===== config.mk =====
export PLATFORM = sky130hd
export DESIGN_NAME = alu_multicycle
export DESIGN_NICKNAME = d
export VERILOG_FILES = /design/src/rtl/alu_pkg.sv /design/src/rtl/alu_mul_iter.sv /design/src/rtl/alu_multicycle.sv
export SDC_FILE = /design/constraint.sdc
export NUM_CORES = 1
export LEC_CHECK = 0
export CORE_MARGIN = 2
export CORE_UTILIZATION = 49
export DETAILED_ROUTE_END_ITERATION = 7
export GPL_TIMING_DRIVEN = 0
export HOLD_SLACK_MARGIN = 0.05
export PLACE_DENSITY = 0.88
export SYNTH_ARGS = -nofsm -noshare
export SYNTH_HDL_FRONTEND = slang
export SYNTH_SLANG_ARGS = --single-unit

===== constraint.sdc =====
create_clock -name trigger -period 1.7 [get_ports trigger]
set_input_delay 0.425 -clock trigger [delete_from_list [all_inputs] [get_ports trigger]]
set_output_delay 0.425 -clock trigger [all_outputs]
set_load 0.02 [all_outputs]

===== src/rtl/alu_pkg.sv =====
// Shared definitions for the multi-cycle ALU: op encodings, FSM states and
// status-flag bit positions.
package alu_pkg;

   localparam logic [3:0] OP_ADD   = 4'b0000;
   localparam logic [3:0] OP_SUB   = 4'b0001;
   localparam logic [3:0] OP_SHL   = 4'b0010;
   localparam logic [3:0] OP_SHR   = 4'b0011;
   localparam logic [3:0] OP_CMP   = 4'b0100;
   localparam logic [3:0] OP_AND   = 4'b0101;
   localparam logic [3:0] OP_OR    = 4'b0110;
   localparam logic [3:0] OP_XOR   = 4'b0111;
   localparam logic [3:0] OP_NAND  = 4'b1000;
   localparam logic [3:0] OP_NOR   = 4'b1001;
   localparam logic [3:0] OP_XNOR  = 4'b1010;
   localparam logic [3:0] OP_NOT   = 4'b1011;
   localparam logic [3:0] OP_NEG   = 4'b1100;
   localparam logic [3:0] OP_STORE = 4'b1101;
   localparam logic [3:0] OP_MUL   = 4'b1110;
   localparam logic [3:0] OP_ZERO  = 4'b1111;

   typedef enum logic [1:0] {
      IDLE = 2'd0,
      BUSY = 2'd1,
      DONE = 2'd2
   } state_t;

   localparam int FLAG_CARRY = 0;
   localparam int FLAG_ZERO  = 1;
   localparam int FLAG_NEG   = 2;

endpackage


===== src/rtl/alu_mul_iter.sv =====
// Iterative unsigned shift-add multiplier, one multiplier bit per cycle.
// 'done' is high during the cycle whose rising edge completes the final
// iteration; 'product' then already shows the finished 2*WIDTH result.
module alu_mul_iter
   import alu_pkg::*;
#(
   parameter int WIDTH = 8
) (
   input  logic               trigger,
   input  logic               reset,
   input  logic               start,
   input  logic [WIDTH-1:0]   a,
   input  logic [WIDTH-1:0]   b,
   output logic               done,
   output logic [2*WIDTH-1:0] product
);

   localparam int CW = $clog2(WIDTH + 1);

   logic [2*WIDTH-1:0] mcand;
   logic [2*WIDTH-1:0] acc;
   logic [2*WIDTH-1:0] acc_next;
   logic [WIDTH-1:0]   mplier;
   logic [CW-1:0]      count;
   logic               busy;

   // Partial-product accumulation for the current multiplier bit.
   always_comb begin
      acc_next = acc;
      if (mplier[0]) begin
         acc_next = acc + mcand;
      end
   end

   assign done    = busy && (count == CW'(1));
   assign product = acc_next;

   // Operand capture on start, then shift multiplicand left / multiplier right.
   always_ff @(posedge trigger or posedge reset) begin
      if (reset) begin
         mcand  <= '0;
         acc    <= '0;
         mplier <= '0;
         count  <= '0;
         busy   <= 1'b0;
      end else if (start) begin
         mcand  <= {{WIDTH{1'b0}}, a};
         acc    <= '0;
         mplier <= b;
         count  <= CW'(WIDTH);
         busy   <= 1'b1;
      end else if (busy) begin
         acc    <= acc_next;
         mcand  <= mcand << 1;
         mplier <= mplier >> 1;
         count  <= count - CW'(1);
         if (count == CW'(1)) begin
            busy <= 1'b0;
         end
      end
   end

endmodule


===== src/rtl/alu_multicycle.sv =====
// Multi-cycle ALU top: single-cycle logic/arith ops plus an optional
// iterative multiplier. Define ALU_MUL_EN to build the multiplier; without
// it op 1110 behaves like op 1111 and BUSY is never entered.
module alu_multicycle
   import alu_pkg::*;
#(
   parameter int WIDTH = 8
) (
   input  logic             trigger,
   input  logic             reset,
   input  logic             in_valid,
   output logic             in_ready,
   input  logic [WIDTH-1:0] A,
   input  logic [WIDTH-1:0] B,
   input  logic [3:0]       op,
   output logic [WIDTH-1:0] Y,
   output logic [WIDTH-1:0] Y_hi,
   output logic             out_valid,
   output logic             carry,
   output logic             zero,
   output logic             neg
);

   state_t           state;
   state_t           next_state;
   logic [2:0]       flags;
   logic [WIDTH-1:0] res;
   logic             res_carry;
   logic [WIDTH:0]   sum;
   logic             accept;
   logic             is_mul;
   logic             mul_done;

   assign in_ready  = (state == IDLE);
   assign out_valid = (state == DONE);
   assign accept    = in_valid && in_ready;
   assign sum       = {1'b0, A} + {1'b0, B};

   assign carry = flags[FLAG_CARRY];
   assign zero  = flags[FLAG_ZERO];
   assign neg   = flags[FLAG_NEG];

`ifdef ALU_MUL_EN
   logic [2*WIDTH-1:0] mul_product;

   assign is_mul = (op == OP_MUL);

   alu_mul_iter #(.WIDTH(WIDTH)) u_mul (
      .trigger (trigger),
      .reset   (reset),
      .start   (accept && is_mul),
      .a       (A),
      .b       (B),
      .done    (mul_done),
      .product (mul_product)
   );
`else
   assign is_mul   = 1'b0;
   assign mul_done = 1'b0;
`endif

   // Single-cycle result and carry for the presented op.
   always_comb begin
      res       = '0;
      res_carry = 1'b0;
      case (op)
         OP_ADD: begin
            res       = sum[WIDTH-1:0];
            res_carry = sum[WIDTH];
         end
         OP_SUB: begin
            res       = B - A;
            res_carry = (A > B);
         end
         OP_SHL: begin
            res       = A << 1;
            res_carry = A[WIDTH-1];
         end
         OP_SHR: begin
            res       = A >> 1;
            res_carry = A[0];
         end
         OP_CMP: begin
            if (A == B)     res = '0;
            else if (A > B) res = WIDTH'(1);
            else            res = {WIDTH{1'b1}};
         end
         OP_AND:  res = A & B;
         OP_OR:   res = A | B;
         OP_XOR:  res = A ^ B;
         OP_NAND: res = ~(A & B);
         OP_NOR:  res = ~(A | B);
         OP_XNOR: res = ~(A ^ B);
         OP_NOT:  res = ~A;
         OP_NEG:  res = '0 - A;
         default: res = '0;
      endcase
   end

   // Result/flag registers: loaded on single-cycle accept or MUL completion,
   // otherwise held (STORE deliberately leaves them untouched).
   always_ff @(posedge trigger or posedge reset) begin
      if (reset) begin
         Y     <= '0;
         Y_hi  <= '0;
         flags <= 3'b000;
         flags[FLAG_ZERO] <= 1'b1;
      end else if (accept && !is_mul && (op != OP_STORE)) begin
         Y                 <= res;
         Y_hi              <= '0;
         flags[FLAG_CARRY] <= res_carry;
         flags[FLAG_ZERO]  <= (res == '0);
         flags[FLAG_NEG]   <= res[WIDTH-1];
      end
`ifdef ALU_MUL_EN
      else if ((state == BUSY) && mul_done) begin
         Y                 <= mul_product[WIDTH-1:0];
         Y_hi              <= mul_product[2*WIDTH-1:WIDTH];
         flags[FLAG_CARRY] <= 1'b0;
         flags[FLAG_ZERO]  <= (mul_product == '0);
         flags[FLAG_NEG]   <= mul_product[2*WIDTH-1];
      end
`endif
   end

   // FSM state register.
   always_ff @(posedge trigger or posedge reset) begin
      if (reset) begin
         state <= IDLE;
      end else begin
         state <= next_state;
      end
   end

   // FSM next-state: accept leads to DONE (or BUSY for MUL), DONE returns to IDLE.
   always_comb begin
      next_state = state;
      case (state)
         IDLE: begin
            if (accept) begin
               next_state = is_mul ? BUSY : DONE;
            end
         end
         BUSY: begin
            if (mul_done) begin
               next_state = DONE;
            end
         end
         DONE:    next_state = IDLE;
         default: next_state = IDLE;
      endcase
   end

endmodule


# Word level (Yosys, flattened, before mapping)
# Cells that the tools add are included.
[classes] eq_ne=17 reduce_logical=6 mux=6 n_lt_le_gt_ge=1 n_addsub=3 bitwise_logic=8
[op_table] operator="8-bit one-hot mux with 13 select lines" n=1
[op_table] operator="8-bit NOT" n=4
[op_table] operator="4-bit equality test, second input constant" n=5
[op_table] operator="4-bit by 3-bit equality test with 1-bit output, second input constant" n=4
[op_table] operator="8-bit 2-to-1 mux" n=2
[op_table] operator="8-bit by 8-bit adder with 9-bit output" n=1
[op_table] operator="8-bit bitwise AND" n=1
[op_table] operator="4-bit by 2-bit equality test with 1-bit output, second input constant" n=2
[op_table] operator="8-bit equality test" n=1
[op_table] operator="8-bit greater-than comparator" n=1
[op_table] operator="8-bit zero test" n=1
[op_table] operator="8-bit bitwise OR" n=1
[op_table] operator="1-bit by 8-bit subtractor with 8-bit output, first input constant" n=1
[op_table] operator="8-bit subtractor" n=1
[op_table] operator="8-bit XOR" n=1
[op_table] operator="4-bit by 1-bit equality test with 1-bit output, second input constant" n=1
[op_table] operator="4-bit zero test" n=1
[op_table] operator="4-bit != test, second input constant" n=1
[op_table] operator="1-bit one-hot mux with 4 select lines" n=1
[op_table] operator="2-bit one-hot mux with 2 select lines" n=1
[op_table] operator="2-bit by 1-bit equality test with 1-bit output, second input constant" n=1
[op_table] operator="2-bit equality test, second input constant" n=1
[op_table] operator="1-bit logical AND" n=2
[op_table] operator="2-bit zero test" n=1
[op_table] operator="other kinds (4)" n=4
[word_totals] reg_bits=13 word_cells=44

# Logic depth before layout (Yosys ltp)
# Gate-level depths: netlist (run 1).
[depth] ltp_word=5 mapped_depth=11 ltp_nobuf=10

# Worst setup path after synthesis (run 1)
# No wires, ideal clock.
[synth_path] path_kind="input port to flip-flop" startpoint="input B[0]" endpoint="register flags[1]" arrival_time_ns=2.382 stages=10 slack_ns=-0.745 required_time_ns=1.637 path_cell_list="inv_1 -> ha_1 -> fa_1 -> nor3_1 -> nor3_1 -> o31ai_1 -> xor2_1 -> o211ai_1 -> nor4_2 -> a32o_1"
[synth_between] elab_chain_cells=5 word_cells_on_any_way=14
[synth_rtl] element="start, declared" line_no="alu_multicycle.sv:14" rtl="input logic [WIDTH-1:0] B,"
[synth_rtl] element="8-bit greater-than comparator" line_no="alu_multicycle.sv:85" rtl="else if (A > B) res = WIDTH'(1);"
[synth_rtl] element="8-bit 2-to-1 mux" line_no="alu_multicycle.sv:85"
[synth_rtl] element="8-bit 2-to-1 mux" line_no="alu_multicycle.sv:84" rtl="if (A == B) res = '0;"
[synth_rtl] element="8-bit one-hot mux with 13 select lines (*)" line_no="alu_multicycle.sv:66" rtl="case (op)"
[synth_rtl] element="8-bit zero test (*)" line_no="alu_multicycle.sv:112" rtl="flags[FLAG_ZERO] <= (res == '0);"
[synth_rtl] element="end signal, assigned by index" line_no="alu_multicycle.sv:111" rtl="flags[FLAG_CARRY] <= res_carry;"
[synth_rtl] element="end signal, assigned by index" line_no="alu_multicycle.sv:112"
[synth_rtl] element="end signal, assigned by index" line_no="alu_multicycle.sv:113" rtl="flags[FLAG_NEG] <= res[WIDTH-1];"
[synth_rtl] element="end, declared" line_no="alu_multicycle.sv:26" rtl="logic [2:0] flags;"
# Mark *: on every way between the ends. The rest lies on a longest branch, timed or not.
# A chain may end at the register's enable or synchronous reset.

# Worst setup path after layout (run 1)
[layout_path] startpoint="input A[0]" endpoint="register Y[6]"
[layout_between] elab_chain_cells=4 word_cells_on_any_way=8
[layout_rtl] element="start, declared" line_no="alu_multicycle.sv:13" rtl="input logic [WIDTH-1:0] A,"
[layout_rtl] element="8-bit greater-than comparator" line_no="alu_multicycle.sv:85"
[layout_rtl] element="8-bit 2-to-1 mux" line_no="alu_multicycle.sv:85"
[layout_rtl] element="8-bit 2-to-1 mux" line_no="alu_multicycle.sv:84"
[layout_rtl] element="8-bit one-hot mux with 13 select lines (*)" line_no="alu_multicycle.sv:66"
[layout_rtl] element="end signal, assigned" line_no="alu_multicycle.sv:109" rtl="Y <= res;"
[layout_rtl] element="end, declared" line_no="alu_multicycle.sv:16" rtl="output logic [WIDTH-1:0] Y,"
# Marks and branches as above.

==> results.md, run 1 <==
Outcome:
- The run finished, with violations left.
- The final reports fail on negative setup slack.

Clocking:
- The longest clock path from root to sink contains 2 buffers.
- Counting the buffers created by CTS gives 3.
- The insertion delay to the later sink of the worst-skew pair is between 200 and 250 ps.
- The root buffer selected by CTS is sky130_fd_sc_hd__clkbuf_8.
- For this design, the sink count on the clock tree is 11.
- The CTS tree is done.
- The total number of H-tree levels is 1.
- The clock-pin slew on the worst setup and hold paths is approximately 50 ps.

Critical path:
- The family with the most delay on the worst path is adder cells.
- The critical path goes through buf_12, ha_4, fa_2, nor3_4, nor3_4, o31ai_2, xor2_1, o211ai_1, buf_4, mux2_4.
- The endpoint required time on the critical path is between 1500 and 2000 ps.
- STA classifies the critical path startpoint as a primary input.
- The worst-path maximum fanout is 5.
- The nature of the critical path endpoint is a flop.
- The cell repeated most along the worst path is sky130_fd_sc_hd__nor3_4.
- The critical-path cell with the highest stage delay is sky130_fd_sc_hd__fa_2.
- The worst setup path is of the in -> reg kind.
- The sum of buffers and inverters on the critical path is 2.
- Data on the critical path arrives at its endpoint at between 2000 and 3000 ps.
- On the worst path, the slowest cell contributes a delay of approximately 430 ps.

Layout:
- The synthesis-to-layout area growth is 56.98%.
- The antenna diode count is 0.
- Cells with a size suffix above 1 make up a little under half of the layout.
- The library cell used most frequently in the layout, excluding fill and tap cells, is sky130_fd_sc_hd__buf_4.
- After filler insertion, the fill cell instance count of the layout stands at slightly below 300.
- In the final design database the tool counted roughly 450 nets.
- The area of the multi-input gates is 2360 um2.
- Registers take ~280 um2.
- The fraction of the core area covered by cells at the end of the flow is between 80 and 90%.
- Leaving out fill and tap cells, the most frequent cells in the layout are 52 x sky130_fd_sc_hd__buf_4, 20 x sky130_fd_sc_hd__nor2_1, 18 x sky130_fd_sc_hd__nand2_1.
- The post-layout instance count excluding filler cells is 467.
- The total non-filler cell area in the finished layout is slightly below 4000 um2.

Min path:
- The path category of the worst min-delay check is in -> async.

STA:
- Of the available clock period, the critical path in the final layout requires 142.3%.
- The worst-case hold slack is roughly 460 ps.
- Setup violations remaining at the end of the flow were counted as 10.
- The worst setup slack after layout is -719.7 ps.
- The highest clock frequency the design can meet is about 410 MHz.
- The final number of max-transition violations is 0.
- The final critical delay including setup and external delays is approximately 2400 ps.
- The worst max-slew margin expressed relative to the limit is 56.59%.
- Setup repair after global routing could not meet its margin everywhere.
- The actual slew at the worst max-slew pin is 646.2 ps.
- The clock arrives with between 5 and 6 ps of skew.
- The number of endpoints with negative hold slack in the final report is 0.

Yosys:
- Dividing the synthesized area by the synthesized cell count gives a little under 8 um2.
- The instance count of the mapped netlist is between 300 and 400.
- Yosys printed 0 warnings.
- By area the synthesized netlist is led by sky130_fd_sc_hd__ha_1 13%, sky130_fd_sc_hd__dfrtp_1 10%, sky130_fd_sc_hd__inv_1 3.7%.
- For this run, the leading register cell type out of synthesis is sky130_fd_sc_hd__dfrtp_1.
- After synthesis, the share of flip-flops with an asynchronous set or reset is 100.0%.
- In this run, synthesis inferred 0 flip-flops with an integrated enable.
- After synthesis, the largest area contributor takes up between 10% and 20% of total cell area.
- Counting flops and latches in the post-synthesis netlist gives 11.
- The number of distinct library cells after synthesis is 75.
- The post-synthesis instance area is 2455 um2.
- The sequential fraction of the synthesis area is a little under an eighth.
- Of all cell types, the one taking the most synthesized area is sky130_fd_sc_hd__ha_1.

Placement:
- Once placement completed, the tool counted placed cells totaling between 400 and 500.
- The congestion estimate from routability-driven global placement came to 1.028.
- The placed standard-cell area is ~3100 um2.
- Port buffering added 35 buffers.
- The detailed placer's ending HPWL is approximately 6500 um.

Global route:
- Entering global routing, the biggest net connects 12 pins.
- The initial antenna violation count is 0.
- The leftover overflow at the end of global routing is 0.
- The via count of the first global-routing pass is just under 3000.
- The global router's overall resource usage is between 30% and 40%.
- The first global-routing pass estimated around 15000 um of wire.

Pwr:
- The relative contribution of combinational cells to total power is 68.4%.
- IR analysis of the VDD net gives a maximum drop of between 0.4 and 0.5 mV.
- The clock network is responsible for 13.8% of the overall power.
- Power spread over the standard cell area amounts to 488.5 nW/um2.
- The static leakage power is about 1.6 nW.
- Summed over all nets, the switching power comes to 805.4 uW.
- The cell internal power dissipation is approximately 1.1 mW.
- Per report_power, the sequential group accounts for between 10% and 20% of the total.
- Net switching is 42.78% of the power.

Drt:
- Dividing the detail-routed via count by the number of cells gives roughly 6.7.
- The DRC marker count from the first detailed-route iteration is between 400 and 500.
- The routed layout has 3107 vias.
- The first detailed-routing pass took 6 iterations.
- Dividing the detail-routed wire length by the instance count gives between 20 and 25 um.
- In the routed design, unresolved DRC markers number 0.
- In this run the remaining antenna-violating nets after routing total 0.
- The total wire length is ~9900 um.

Floorplanning:
- The standard-cell row count is 25.
- The area of the core region is 4786 um2.
- For this configuration, the core starts out at a cell density of ~51%.
- Measured along the x axis, the die boundary spans roughly 75 um.
- between 40 and 50 I/O pins were placed.
- In this run the vertical extent of the chip is 74.78 um.
- The die covers roughly 5600 um2.

Run:
- The max capacitance violation total is 0.
## registers in the layout, indices dropped and copies added (netlist names)
register  flops
Y             8
flags         2
state         1
## worst paths after layout
| path | startpoint | endpoint | slack [ps] | depth (start not counted) |
|---|---|---|---|---|
| worst min-delay path | reset | Y[0] | 460 | 2 |
| max in group asynchronous | reset | flags[1] | 920 | 2 |
| worst max register to register | state[1] | flags[1] | -390 | 7 |
| worst min register to register | Y[5] | Y[5] | 480 | 2 |
| worst max-delay path | A[0] | Y[6] | -720 | 10 |
| min in group trigger | Y[5] | Y[5] | 480 | 2 |
## cell usage after synthesis, drive strengths merged, types with 5 or more instances
| master | n |
|---|---|
| nor2 | 20 |
| nand4 | 6 |
| buf | 27 |
| a21oi | 15 |
| nor2b | 11 |
| dfrtp | 10 |
| ha | 25 |
| nand3 | 5 |
| nor3 | 7 |
| mux2i | 6 |
| nand2b | 8 |
| a22oi | 8 |
| o31ai | 5 |
| nand2 | 21 |
| o221ai | 6 |
| inv | 25 |
| nor4 | 6 |
| a31oi | 8 |
| o21ai | 15 |
## cell type report
class / instances / area share [%]
tap: 67 / 2.175
multi-input combinational: 254 / 61.23
buffer: 27 / 5.974
clock buffer: 4 / 1.169
timing repair buffer: 79 / 18.67
inverter: 25 / 3.604
sequential: 11 / 7.175
## routing by layer
layer	track usage [%]	part of all wire (%)	up-vias	wire length, um
met2	57.92	45	276	4474
met3	6.560	11	66	1107
met5	0	0	-	0
met1	43.41	38	1426	3708
met4	20.24	6.0	0	593
li1	-	-	1339	-
## what timing repair did
action                     4_1_cts  5_1_grt
pin swaps                       37       17
gates cloned                     1        0
gates resized for setup        165       25
setup endpoints to repair       12       11
setup buffers                   35        9
hold buffers                     0        0
## power groups by stage
stage                     clock (mW)  combinational [mW]  sequential [mW]
final                          0.259                1.29            0.335
after global routing           0.268                1.35            0.340
after CTS                      0.264                1.17            0.334
after detailed placement           0               0.981            0.338
after global placement             0               0.966            0.335
after floorplan                    0               0.590            0.391
## logic make-up (layout without fill, tap and decap cells)
| family | count (synthesis) | count (layout) | synth area share [%] |
|---|---|---|---|
| buf+inv | 56 | 135 | 12.23 |
| xor+xnor | 6 | 6 | 2.141 |
| fa+ha+maj | 27 | 27 | 14.37 |
| other cells | 1 | 8 | 0.1528 |
| simple gates | 105 | 105 | 25.28 |
| mux | 9 | 9 | 4.281 |
| flops | 11 | 11 | 11.26 |
| compound gates | 99 | 99 | 30.28 |
## stage by stage
step / power (mW) / setup TNS, ps / setup slack (ps)
2_1_floorplan: 0.9803 / -2967 / -575.4
3_3_place_gp: 1.301 / -14150 / -1785
3_5_place_dp: 1.319 / -14570 / -1847
4_1_cts: 1.771 / -3809 / -611.9
5_1_grt: 1.961 / -5114 / -754.8
6_report: 1.883 / -4789 / -719.7
No activity file was read; power rests on OpenSTA's default activity.
==> run 2, diff against run 1 <==
--- a/config.mk
+++ b/config.mk
@@ -10,7 +10,7 @@
 export DETAILED_ROUTE_END_ITERATION = 7
 export GPL_TIMING_DRIVEN = 0
 export HOLD_SLACK_MARGIN = 0.05
-export PLACE_DENSITY = 0.88
+export PLACE_DENSITY_LB_ADDON = 0.15
 export SYNTH_ARGS = -nofsm -noshare
 export SYNTH_HDL_FRONTEND = slang
 export SYNTH_SLANG_ARGS = --single-unit
==> constraint.sdc (replaced) <==
create_clock -name trigger -period 1.7 [get_ports trigger]
set_input_delay 0.425 -clock trigger [delete_from_list [all_inputs] [get_ports trigger]]
set_output_delay 0.425 -clock trigger [all_outputs]
set_load 0.01 [all_outputs]
==> run 2 against run 1 <==
Net effect: the run still ends with negative setup slack left; clock power shrank 3%; final area fell by 3.2%; critical endpoint is now flags[1]; sequential share of layout area increased by 0.24 points; register-to-register slack improved by 70 ps; sequential power about the same; first-iteration DRC count is 15% lower; flip-flop and latch count unchanged; non-clock buffer count down 12; global-route usage down 3.4 points; die area did not move; worst setup slack better by 57 ps; largest power group unchanged.
==> results.md, run 2 (synthesis gave the netlist of run 1 again) <==
Critical path:
- The nature of the critical path endpoint is a flop.
- For the worst setup path, the data arrival time is 2530 ps.
- The endpoint required time on the critical path is ~1900 ps.
- The critical path is of the in -> reg type.
- The sum of buffers and inverters on the critical path is 5.
- On the critical path the largest part of the delay comes from simple AND/OR/NAND/NOR gates.
- The worst setup path is launched from a primary input.
- The most numerous cell type found on the critical path is sky130_fd_sc_hd__buf_6.
- In this run the critical register-to-register path is launched from state[1].
- The slowest stage of the critical path belongs to the cell sky130_fd_sc_hd__nor4_4.
- Walking the worst path, the cells encountered are buf_6, buf_8, inv_4, ha_4, buf_6, nor4_4, and2_4, a311oi_4, buf_4, a2111oi_4, nand4_1, nor4_2, a32o_1.
- The worst-path maximum fanout is 4.
- The end of the worst register-to-register path is flags[1].
- The largest stage delay on the critical path is 270 ps.
- Measured in cells, the most critical reg-to-reg path has a length of 7.
- The worst reg-to-reg setup slack is -320 ps.

Clocking:
- The insertion delay to the later sink of the worst-skew pair is approximately 230 ps.
- The number of hold buffers added after cts is 0.
- The number of sinks on the clock net is 11.
- The CTS tree is done.
- In this run, CTS created clock tree buffers numbering 3.
- The root buffer selected by CTS is sky130_fd_sc_hd__clkbuf_8.
- The maximum buffer depth of the clock tree is 2.
- After clock tree synthesis, the clock-pin slew on the worst setup and hold paths is about 50 ps.
- CTS built an H-tree with a depth of 1.

Layout:
- The antenna diode count is 0.
- Of the cells placed in the final design, the portion with a size suffix greater than 1 is between 40% and 50%.
- Leaving out fill and tap cells, the most frequent cells in the layout are 42 x sky130_fd_sc_hd__buf_4, 20 x sky130_fd_sc_hd__nor2_1, 19 x sky130_fd_sc_hd__nand2_1.
- The synthesis-to-layout area growth is 51.94%.
- Counting flops per register, the top entry is Y.
- The library cell used most frequently in the layout, excluding fill and tap cells, is sky130_fd_sc_hd__buf_4.
- After the last flow step, the layout net total stands at about 440.
- The largest registers in the layout are Y: 8 flops, flags: 2 flops, state: 1 flops.
- The post-layout instance count excluding filler cells is 455.
- The finished cells cover roughly 3700 um2.
- The register with the most flip-flops in the layout has 8 of them.

Placement:
- The placed standard-cell area is around 3100 um2.
- Once detailed placement completed, the half-perimeter wirelength came to between 6000 and 7000 um.
- The count of input and output buffers is 35.
- Counting tap cells, the placed design contains a total of roughly 420 instances.
- The routability-driven placement congestion ratio is between 1 and 1.5.

Floorplanning:
- The floorplan has 25 rows.
- The number of I/O pins is 44.
- The die height is around 75 um.
- The die extent in x is ~75 um.
- The total area inside the core boundary comes to 4786 um2.
- The die covers approximately 5600 um2.
- The starting density of the core is ~50%.

Pwr:
- The clock share of power is 14.4%.
- Cell internal power was estimated by the tool at roughly 1.0 mW.
- The fraction of power spent switching nets is between 40% and 50%.
- Sequential cells account for about a fifth of the total power.
- Summed over all nets, the switching power comes to ~700 uW.
- The analysis attributes to cell leakage a power of roughly 1.5 nW.
- The power per standard cell area is 467.9 nW/um2.
- In this run, the combinational gates consume around two thirds of the power.
- The worst IR drop on VDD is approximately 0.28 mV.

Drt:
- Summed over all layers, the routed wires come to between 8000 and 9000 um.
- The length of the first detailed-routing pass in iterations is 5.
- The final route contains 2897 vias.
- Once detail routing completed, the nets flagged for antenna violations numbered 0.
- In the final routed layout, each cell accounts on average for around 19 um.
- The remaining design rule violation count is 0.
- The number of vias per cell is 6.367.
- In this run, the number of DRC markers left after iteration 0 of detailed routing was ~360.

STA:
- Setup repair after global routing could not meet its margin everywhere.
- The worst path uses 139.0% of the clock period.
- The sum of negative setup slack is -4306 ps.
- Timing would allow up to about 420 MHz.
- Setup violations remaining at the end of the flow were counted as 10.
- The number of endpoints with negative hold slack in the final report is 0.
- The worst path in the final design needs a cycle of 2362 ps, including I/O delays and setup.
- The worst max-slew margin expressed relative to the limit is about 50%.
- The worst setup slack after layout is -662.3 ps.
- The final number of max-transition violations is 0.
- For the final database, setup skew stands at around 4.8 ps.
- At the pin with the least slew margin, the transition time is around 740 ps.
- The worst-case hold slack is around 480 ps.

Global route:
- The first global-routing pass estimated 13740 um of wire.
- Global routing consumed, over all layers together, 31.92% of the routing resources.
- The pin count of the biggest net entering global routing is 12.
- After global routing the overflow that remains totals 0.
- The via count of the first global-routing pass is 2812.
- The initial antenna violation count came to 0.

Outcome:
- The checks that failed: negative setup slack.
- The flow ran to the end, but the final reports show violations.

Min path:
- The worst hold path belongs to the class in -> async.

Run:
- The max capacitance violation total is 0.
-- run 2: cell count changes in the layout (fill, tap and decap cells not counted), sizes merged --
cell	delta
buf	-13
clkdlybuf4s50	+3
clkinvlp	-2
inv	+2
clkdlybuf4s15	-1
dlymetal6s2s	-1
-- run 2: metal layers --
metal  vias up  track usage (%)  part of all wire, %
met1      1336            40.37                   39
met2       217            52.21                   45
met3        36            6.292                   11
met5         -                0                    0
li1       1308                -                    -
met4         0            15.08                  4.4
-- run 2: power by group through the flow --
| stage | sequential (mW) | combinational (mW) | clock (mW) |
|---|---|---|---|
| floorplan | 0.356 | 0.577 | 0 |
| global placement | 0.334 | 0.918 | 0 |
| detailed placement | 0.336 | 0.924 | 0 |
| CTS | 0.333 | 1.09 | 0.253 |
| global route | 0.338 | 1.24 | 0.271 |
| finish | 0.333 | 1.16 | 0.252 |
-- run 2: through the flow --
step / power (mW) / setup slack [ps] / utilization [%]
2_1_floorplan: 0.9330 / -575.4 / -
3_3_place_gp: 1.252 / -1767 / 65.78
5_1_grt: 1.847 / -798.1 / 77.93
3_5_place_dp: 1.259 / -1725 / 65.78
6_report: 1.745 / -662.3 / 77.93
4_1_cts: 1.673 / -644.4 / 75.58
-- run 2: how the worst max path moves through the flow --
stage | endpoint | cells after the start | slack (ps) | startpoint
floorplan | flags[1] | 10 | -580 | A[7]
global route | flags[1] | 13 | -800 | A[2]
finish | flags[1] | 13 | -660 | A[2]
global placement | flags[1] | 10 | -1770 | A[1]
detailed placement | flags[1] | 10 | -1730 | A[1]
CTS | flags[1] | 13 | -640 | B[0]
-- run 2: area by class of cell --
type,instances,area [um2]
Inverter,25,136.4
Clock buffer,4,45.04
Fill cell,351,1056
Tap cell,67,83.83
Multi-Input combinational cell,254,2345
Sequential cell,11,276.5
Timing Repair Buffer,67,613.1
Buffer,27,230.2
-- run 2: worst reg2reg max path, delay by kind of cell (launching register included) --
| family | cells | cell delay (ps) |
|---|---|---|
| compound gates | 4 | 950 |
| flops | 1 | 390 |
| simple gates | 3 | 630 |
-- run 2: what timing repair did --
item	CTS	global route
gates resized for setup	154	21
endpoints found under the setup margin	11	10
buffers inserted	29	2
pin swaps	37	17
gates cloned	1	0
